===== config.mk =====
export PLATFORM = sky130hd
export DESIGN_NAME = axi_master_tx
export DESIGN_NICKNAME = d
export VERILOG_FILES = /design/src/rtl/axi_master_tx.sv
export SDC_FILE = /design/constraint.sdc
export NUM_CORES = 1
export LEC_CHECK = 0
export ABC_CLOCK_PERIOD_IN_PS = 3800
export CAP_MARGIN = 10
export CORE_ASPECT_RATIO = 1.75
export CORE_MARGIN = 2
export CORE_UTILIZATION = 60
export CTS_BUF_LIST = sky130_fd_sc_hd__clkbuf_16
export DETAILED_ROUTE_END_ITERATION = 10
export PLACE_DENSITY_LB_ADDON = 0.3
export SYNTH_ARGS = -nofsm -noshare
export SYNTH_HDL_FRONTEND = slang
export SYNTH_SLANG_ARGS = --single-unit

===== constraint.sdc =====
create_clock -name clk -period 3.8 [get_ports clk]
set_input_delay 0.76 -clock clk [delete_from_list [all_inputs] [get_ports clk]]
set_output_delay 0.76 -clock clk [all_outputs]
set_load 0.05 [all_outputs]

===== src/rtl/axi_master_tx.sv =====
// Valid/ready transmit master: a small FIFO feeding a registered output stage.
// Optional transfer counter enabled by defining AXI_MASTER_TX_CNT_EN.
module axi_master_tx #(
    parameter int DATA_W = 32,
    parameter int DEPTH  = 4
) (
    input  logic                     clk,
    input  logic                     rst,
    input  logic                     wr_en,
    input  logic [DATA_W-1:0]        wr_data,
    output logic                     full,
    output logic                     overflow,
    input  logic                     ready,
    output logic                     valid,
    output logic [DATA_W-1:0]        data,
    output logic [$clog2(DEPTH):0]   level
`ifdef AXI_MASTER_TX_CNT_EN
    ,
    output logic [15:0]              tx_cnt
`endif
);

    localparam int PTR_W = $clog2(DEPTH);

    logic [DATA_W-1:0] mem [DEPTH];
    logic [PTR_W-1:0]  rd_ptr;
    logic [PTR_W-1:0]  wr_ptr;
    logic [PTR_W:0]    count;

    logic transfer;
    logic out_free;
    logic fifo_empty;
    logic accept;
    logic pop;
    logic bypass;
    logic push;

    assign transfer   = valid & ready;
    assign out_free   = ~valid | transfer;
    assign fifo_empty = (count == '0);
    assign full       = (count == (PTR_W+1)'(DEPTH));
    assign accept     = wr_en & ~full;
    // Buffered words always drain ahead of a new write, keeping strict order.
    assign pop        = out_free & ~fifo_empty;
    assign bypass     = out_free & fifo_empty & accept;
    assign push       = accept & ~bypass;
    assign level      = count;

    // NOTE: storage array has no reset; only pointers and count define what is valid.
    always_ff @(posedge clk) begin
        if (push) begin
            mem[wr_ptr] <= wr_data;
        end
    end

    // NOTE: sequential state uses non-blocking assignments so every flop sees pre-edge values.
    always_ff @(posedge clk) begin
        if (rst) begin
            rd_ptr <= '0;
            wr_ptr <= '0;
            count  <= '0;
        end else begin
            if (push) begin
                wr_ptr <= wr_ptr + PTR_W'(1);
            end
            if (pop) begin
                rd_ptr <= rd_ptr + PTR_W'(1);
            end
            case ({push, pop})
                2'b10:   count <= count + (PTR_W+1)'(1);
                2'b01:   count <= count - (PTR_W+1)'(1);
                default: count <= count;
            endcase
        end
    end

    always_ff @(posedge clk) begin
        if (rst) begin
            valid <= 1'b0;
            data  <= '0;
        end else if (out_free) begin
            if (pop) begin
                valid <= 1'b1;
                data  <= mem[rd_ptr];
            end else if (bypass) begin
                valid <= 1'b1;
                data  <= wr_data;
            end else begin
                valid <= 1'b0;
            end
        end
    end

    always_ff @(posedge clk) begin
        if (rst) begin
            overflow <= 1'b0;
        end else if (wr_en && full) begin
            overflow <= 1'b1;
        end
    end

`ifdef AXI_MASTER_TX_CNT_EN
    always_ff @(posedge clk) begin
        if (rst) begin
            tx_cnt <= '0;
        end else if (transfer) begin
            tx_cnt <= tx_cnt + 16'd1;
        end
    end
`endif

endmodule


==> metrics.txt, run 1 <==
status completed; Post-synth EDFFs 128; slowest cell delay on critical path 0.88 ns; GRT Overall Usage 0.242; TritonCTS clock tree done; drt first pass iters 5; io pins 74; ys flop type edfxtp_1; Netlist cell types 29; total length of routed wires 14000 microns; Buf/Inv on CP 1; max-cap viol count 0; Logic pwr share 0.345; Worst-Skew Late Latency 0.42 ns; initial antenna violation count 0; clock buffer depth 2; Worst Hold Class reg2reg; Hold Fails Final Rpt 0; syn_nets around 450; YS warnings 0; FP Rows slightly above 50; DR vias 3879; Worst-path clk slew 0.06 ns; post-synthesis sequential area ratio 0.698; pre-CTS setup slack 0.675 ns; max_slew headroom 0.181; root buf cell clkbuf_16; Crit path arrival time slightly above 2 ns; register bit total from synthesis 171; WP data required slightly above 3 ns; Final setup violation count 0; sw frac 0.359; RSZ-0062 raised after global routing false; actual slew at the worst max-slew pin around 1.2 ns; CTS sink count 171; Slew Viols, Final 0; post-synth top area cell edfxtp_1; post-CTS resize count 0; share of cells above drive strength 1 0.224; Synth async-reset ratio 0; Top delay family on crit path buffers and inverters; Initial DRC Count 268; TNS Setup 0 ns; IO Port Bufs 73; PnR worst setup slack around 0.98 ns; Startpoint Class register; slowest stage cell, crit path clkdlybuf4s50_1; Core Region 11000 sq um; placed instance area 7520 sq um; n_diodes 0; Area Overhead vs Synth 20.7%; drt wl/cell 22.6 microns; Mapped Cells 405; DIE HEIGHT 144 microns; kind of end point of the critical path output pin; PD cells 807 nW/um^2; Area contributors post-synth edfxtp_1, dfxtp_1, mux4_2; # fillers 664; total CTS buffers 17; H-tree levels 4; worst-path fanout max 6; VDD IR-drop max roughly 0.58 mV; hold slack 0.510 ns; most frequent cells after synthesis edfxtp_1, dfxtp_1, nor2_1, a21oi_1, nand3_1; grt ovf 0; crit path kind reg2out; Post-Route Skew 0.00862 ns; Netlist Area Pre-Place 6740 sq um; Leak 2.67 nW; crit-path cells nor3b_1 > clkdlybuf4s50_1; clock share of power 0.271; most common cell in the netlist edfxtp_1; Net Switching about 2.4 mW; DRT antenna net count 0; Vias/cell between 6 and 7; Die Wd 84.1 microns; Final Critical Period 2.82 ns; first-pass GRT wire length between 20000 and 25000 microns; vias in the first global route 4007; Placer Congestion 0.776; largest net degree at the start of global routing 43; layout net count 516; # hold bufs at CTS 0; Post-Syn Area per Cell about 17 sq um; Highest Clock Rate 0.354 GHz; fin crit share 0.743; Internal ~4.2 mW; sequential group share of total power 0.384; final instance area 8130 sq um; die area between 10000 and 15000 sq um; DRC 0; Setup Buffers After CTS 0; post-DP HPWL 7820 microns; area fraction of the dominant cell type after synthesis 0.571; Starting Density 0.610
[power groups by stage]
stage | Sequential [mW] | Clock [mW] | Combinational (mW)
6_report | 2.52 | 1.78 | 2.26
3_3_place_gp | 2.53 | 0 | 2.20
5_1_grt | 2.56 | 1.87 | 2.40
3_5_place_dp | 2.56 | 0 | 2.25
4_1_cts | 2.52 | 1.79 | 2.27
2_1_floorplan | 2.97 | 0 | 1.22
[final cells by class]
| type | count | area, sq um | area share |
|---|---|---|---|
| Clock buffer | 17 | 425 | 0.0523 |
| Clock inverter | 15 | 186 | 0.0229 |
| Tap cell | 132 | 165 | 0.0203 |
| Multi-Input combinational cell | 201 | 1860 | 0.229 |
| Inverter | 4 | 15.0 | 0.00185 |
| Timing Repair Buffer | 79 | 771 | 0.0948 |
| Sequential cell | 171 | 4710 | 0.579 |
[kinds of logic after synthesis]
family,Yosys count,share of synthesized area
AO/OA/AOI/OAI,72,0.0903
XOR/XNOR,5,0.00650
adder cells (fa/ha/maj),6,0.0123
buffers and inverters,33,0.0264
flip-flops,171,0.698
multiplexers,33,0.108
AND/OR/NAND/NOR,85,0.0576
[worst register-to-register path: cells and delay by family, from the launching register on]
family | cells | cell delay [ns]
simple gates | 1 | 0.40
compound gates | 3 | 1.32
flops | 1 | 0.38
buf+inv | 1 | 0.30
[per-stage QoR]
step / std cells / utilization / power, mW
4_1_cts: 619 / 0.736 / 6.59
3_5_place_dp: 587 / 0.681 / 4.81
2_1_floorplan: 405 / - / 4.19
6_report: 619 / 0.736 / 6.56
3_3_place_gp: 587 / 0.681 / 4.73
5_1_grt: 619 / 0.736 / 6.83
[registers in the layout, indices dropped and copies added, names as in the netlist, named ones only]
name and count:
rd_ptr 2, mem 128, valid 1, level 3
overflow 1, data 32, wr_ptr 2
[cell usage in the layout, fill, tap and decap left out, types with 2 or more instances in the layout]
cell	synthesis	routed
a211oi_1	2	2
a211oi_2	30	30
a21oi_1	36	36
and2_2	0	4
buf_4	4	6
bufinv_16	0	3
clkbuf_16	0	17
clkdlybuf4s50_1	0	72
clkinv_4	0	3
dfxtp_1	43	41
dfxtp_2	0	2
edfxtp_1	128	128
ha_1	5	5
inv_1	4	5
inv_6	0	7
mux4_2	32	32
nand2_1	2	2
nand3_1	33	33
nor2_1	40	40
nor3b_1	2	2
or3_1	2	2
xnor2_1	2	2
xor2_1	3	3
[worst paths after layout]
path / start / end / slack [ns] / cells past startpoint
hold / removal: wr_ptr[1] / wr_ptr[1] / 0.51 / 2
setup / recovery: level[2] / full / 0.98 / 2
setup reg to reg: level[0] / data[1] / 1.30 / 5
hold reg to reg: wr_ptr[1] / wr_ptr[1] / 0.51 / 2
[layer usage]
layer	share of wire	vias to the layer above	wire length, microns	global-route usage
met5	0	-	0	0
li1	-	1716	-	-
met4	0.019	0	262	0.0874
met3	0.055	22	768	0.0542
met2	0.54	157	7490	0.420
met1	0.39	1984	5450	0.299
Power figures use the tool's default switching activity.
==> run 2, diff against run 1 <==
--- a/config.mk
+++ b/config.mk
@@ -5,11 +5,11 @@
 export SDC_FILE = /design/constraint.sdc
 export NUM_CORES = 1
 export LEC_CHECK = 0
-export ABC_CLOCK_PERIOD_IN_PS = 3800
+export ABC_CLOCK_PERIOD_IN_PS = 2800
 export CAP_MARGIN = 10
 export CORE_ASPECT_RATIO = 1.75
 export CORE_MARGIN = 2
-export CORE_UTILIZATION = 60
+export CORE_UTILIZATION = 56
 export CTS_BUF_LIST = sky130_fd_sc_hd__clkbuf_16
 export DETAILED_ROUTE_END_ITERATION = 10
 export PLACE_DENSITY_LB_ADDON = 0.3
==> constraint.sdc (replaced) <==
create_clock -name clk -period 2.8 [get_ports clk]
set_input_delay 0.56 -clock clk [delete_from_list [all_inputs] [get_ports clk]]
set_output_delay 0.56 -clock clk [all_outputs]
set_load 0.05 [all_outputs]
==> metrics.txt, run 2 (synthesized netlist as in run 1, its figures left out) <==
first-pass GRT wire length 22000 microns (+2.9%); Initial DRC Count 273 (+1.9%); area occupied by multi-input gates 1860 sq um (unchanged); Worst Hold Class reg2reg; Starting Density 0.567 (-0.0427); Slew Viols, Final 0 (unchanged); kind of end point of the critical path output pin; commonest non-fill, non-tap cells in the layout edfxtp_1, clkdlybuf4s50_1, dfxtp_1, nor2_1, a21oi_1; io pins 74 (unchanged); CTS sink count 171 (unchanged); crit path kind reg2out; Core Region 11900 sq um (+7.5%); VDD IR-drop max 0.535 mV (-7.7%); max-cap viol count 0 (unchanged); Logic pwr share 0.349 (+0.004); Min-Delay Path Depth 2 (unchanged); met2 usage 0.412 (-0.00759); max reg flops 128 (unchanged); Placer Congestion 0.728 (-6.1%); worst-path fanout max 6 (unchanged); Post-Route Skew 0.0113 ns (+0.00266 ns); Critical R2R Capture level[2]; Die Wd 86.9 microns (+3.3%); Net Switching 3.13 mW (+33%); Hold Fails Final Rpt 0 (unchanged); most crowded layer after global routing met2; worst hold start overflow; sequential group share of total power 0.375 (-0.009); IO Port Bufs 73 (unchanged); share of cells above drive strength 1 0.231 (+0.00757); WP data required 2.24 ns (-0.80 ns); Final Critical Period roughly 2.5 ns; DRC 0 (unchanged); FP Rows 53 (+3.9%); H-tree levels 4 (unchanged); root buf cell clkbuf_16; layout net count 526 (+1.9%); Area Overhead vs Synth 22.6%; # hold bufs at CTS 0 (unchanged); clock share of power 0.276 (+0.005); GRT Overall Usage 0.234 (-0.00777); max_slew headroom 0.335 (+0.154); power after layout 9.02 mW (+38%); DRT antenna net count 0 (unchanged); Reg with most FFs mem; clock buffer depth 2 (unchanged); largest net degree at the start of global routing 43 (unchanged); Worst-Skew Late Latency 0.42 ns (about the same); Hold Path End overflow; status completed; DR vias 3875 (-0.10%); actual slew at the worst max-slew pin 0.993 ns (-0.235 ns); drt wl/cell 22.1 microns (-1.9%); Worst-path clk slew 0.06 ns (about the same); grt ovf 0 (unchanged); TritonCTS clock tree done; Startpoint Class register; Sequential Area 4710 sq um (unchanged); sw frac 0.347 (-0.0120); Leak 2.73 nW (+2.3%); R2R cell count 8 (+3); post-CTS resize count 0 (unchanged); GR Layer Usage met1 0.266 (-0.0330); Highest Clock Rate just under 0.4 GHz; RSZ-0062 raised after global routing false; Final setup violation count 0 (unchanged); total length of routed wires 14000 microns (+0.48%); PD cells 1090 nW/um^2 (+35%); met3 Resource Use GR 0.0609 (+0.00665); total CTS buffers 17 (unchanged); most common cell after layout, fill and taps aside edfxtp_1; vias in the first global route 4185 (+4.4%); Core Util, Final 0.695 (-0.0410); die area 13000 sq um (+6.9%); Crit path arrival time 1.97 ns (-0.09 ns); Internal 5.89 mW (+40%); # fillers 742 (+12%); post-DP HPWL 8260 microns (+5.6%); Vias/cell 6.11 (-2.5%); flop-to-flop setup slack 0.55 ns (-0.75 ns); drt first pass iters 4 (-1); initial antenna violation count 0 (unchanged); TNS Setup 0 ns (unchanged); RR Startpoint level[0]; Setup Buffers After CTS 0 (unchanged); DIE HEIGHT 149 microns (+3.4%); n_diodes 0 (unchanged); fin crit share 0.904
run 2: final cells by class:
cell class,count,area share
Sequential cell,171,0.570
Multi-Input combinational cell,201,0.225
Timing Repair Buffer,89,0.105
Clock buffer,17,0.0515
Clock inverter,15,0.0249
Tap cell,137,0.0208
Inverter,4,0.00182
run 2: metal layers:
metal	share of wire	vias up
met5	0	-
met4	0.014	0
met3	0.051	13
met2	0.57	149
met1	0.37	1981
li1	-	1732
run 2: worst max-delay path by stage:
stage / startpoint / to / slack (ns)
after floorplan: level[0] / level[2] / 0.20
after CTS: level[2] / full / 0.26
after detailed placement: ready / level[2] / 0.13
after global placement: ready / level[2] / 0.18
final: level[2] / full / 0.27
after global routing: level[2] / full / 0.16
run 2: worst max-delay path, cell delays in order, from the launching register on:
cell and delay [ns]:
dfxtp_1 0.41, nor3b_1 0.28, clkdlybuf4s50_1 0.85
run 2: per-stage QoR:
| stage | instances | hold WS, ns | worst slack (ns) | area (sq um) |
|---|---|---|---|---|
| floorplan | 405 | 0.469 | 0.198 | 6740 |
| global placement | 602 | 0.451 | 0.184 | 7620 |
| detailed placement | 602 | 0.479 | 0.131 | 7620 |
| CTS | 634 | 0.495 | 0.260 | 8260 |
| global route | 634 | 0.532 | 0.163 | 8260 |
| finish | 634 | 0.502 | 0.268 | 8260 |
run 2: power groups by stage:
stage	combinational, mW	sequential, mW	clock (mW)
global route	3.38	3.42	2.63
floorplan	1.65	4.03	0
CTS	3.19	3.39	2.52
global placement	3.09	3.41	0
finish	3.15	3.39	2.49
detailed placement	3.17	3.44	0
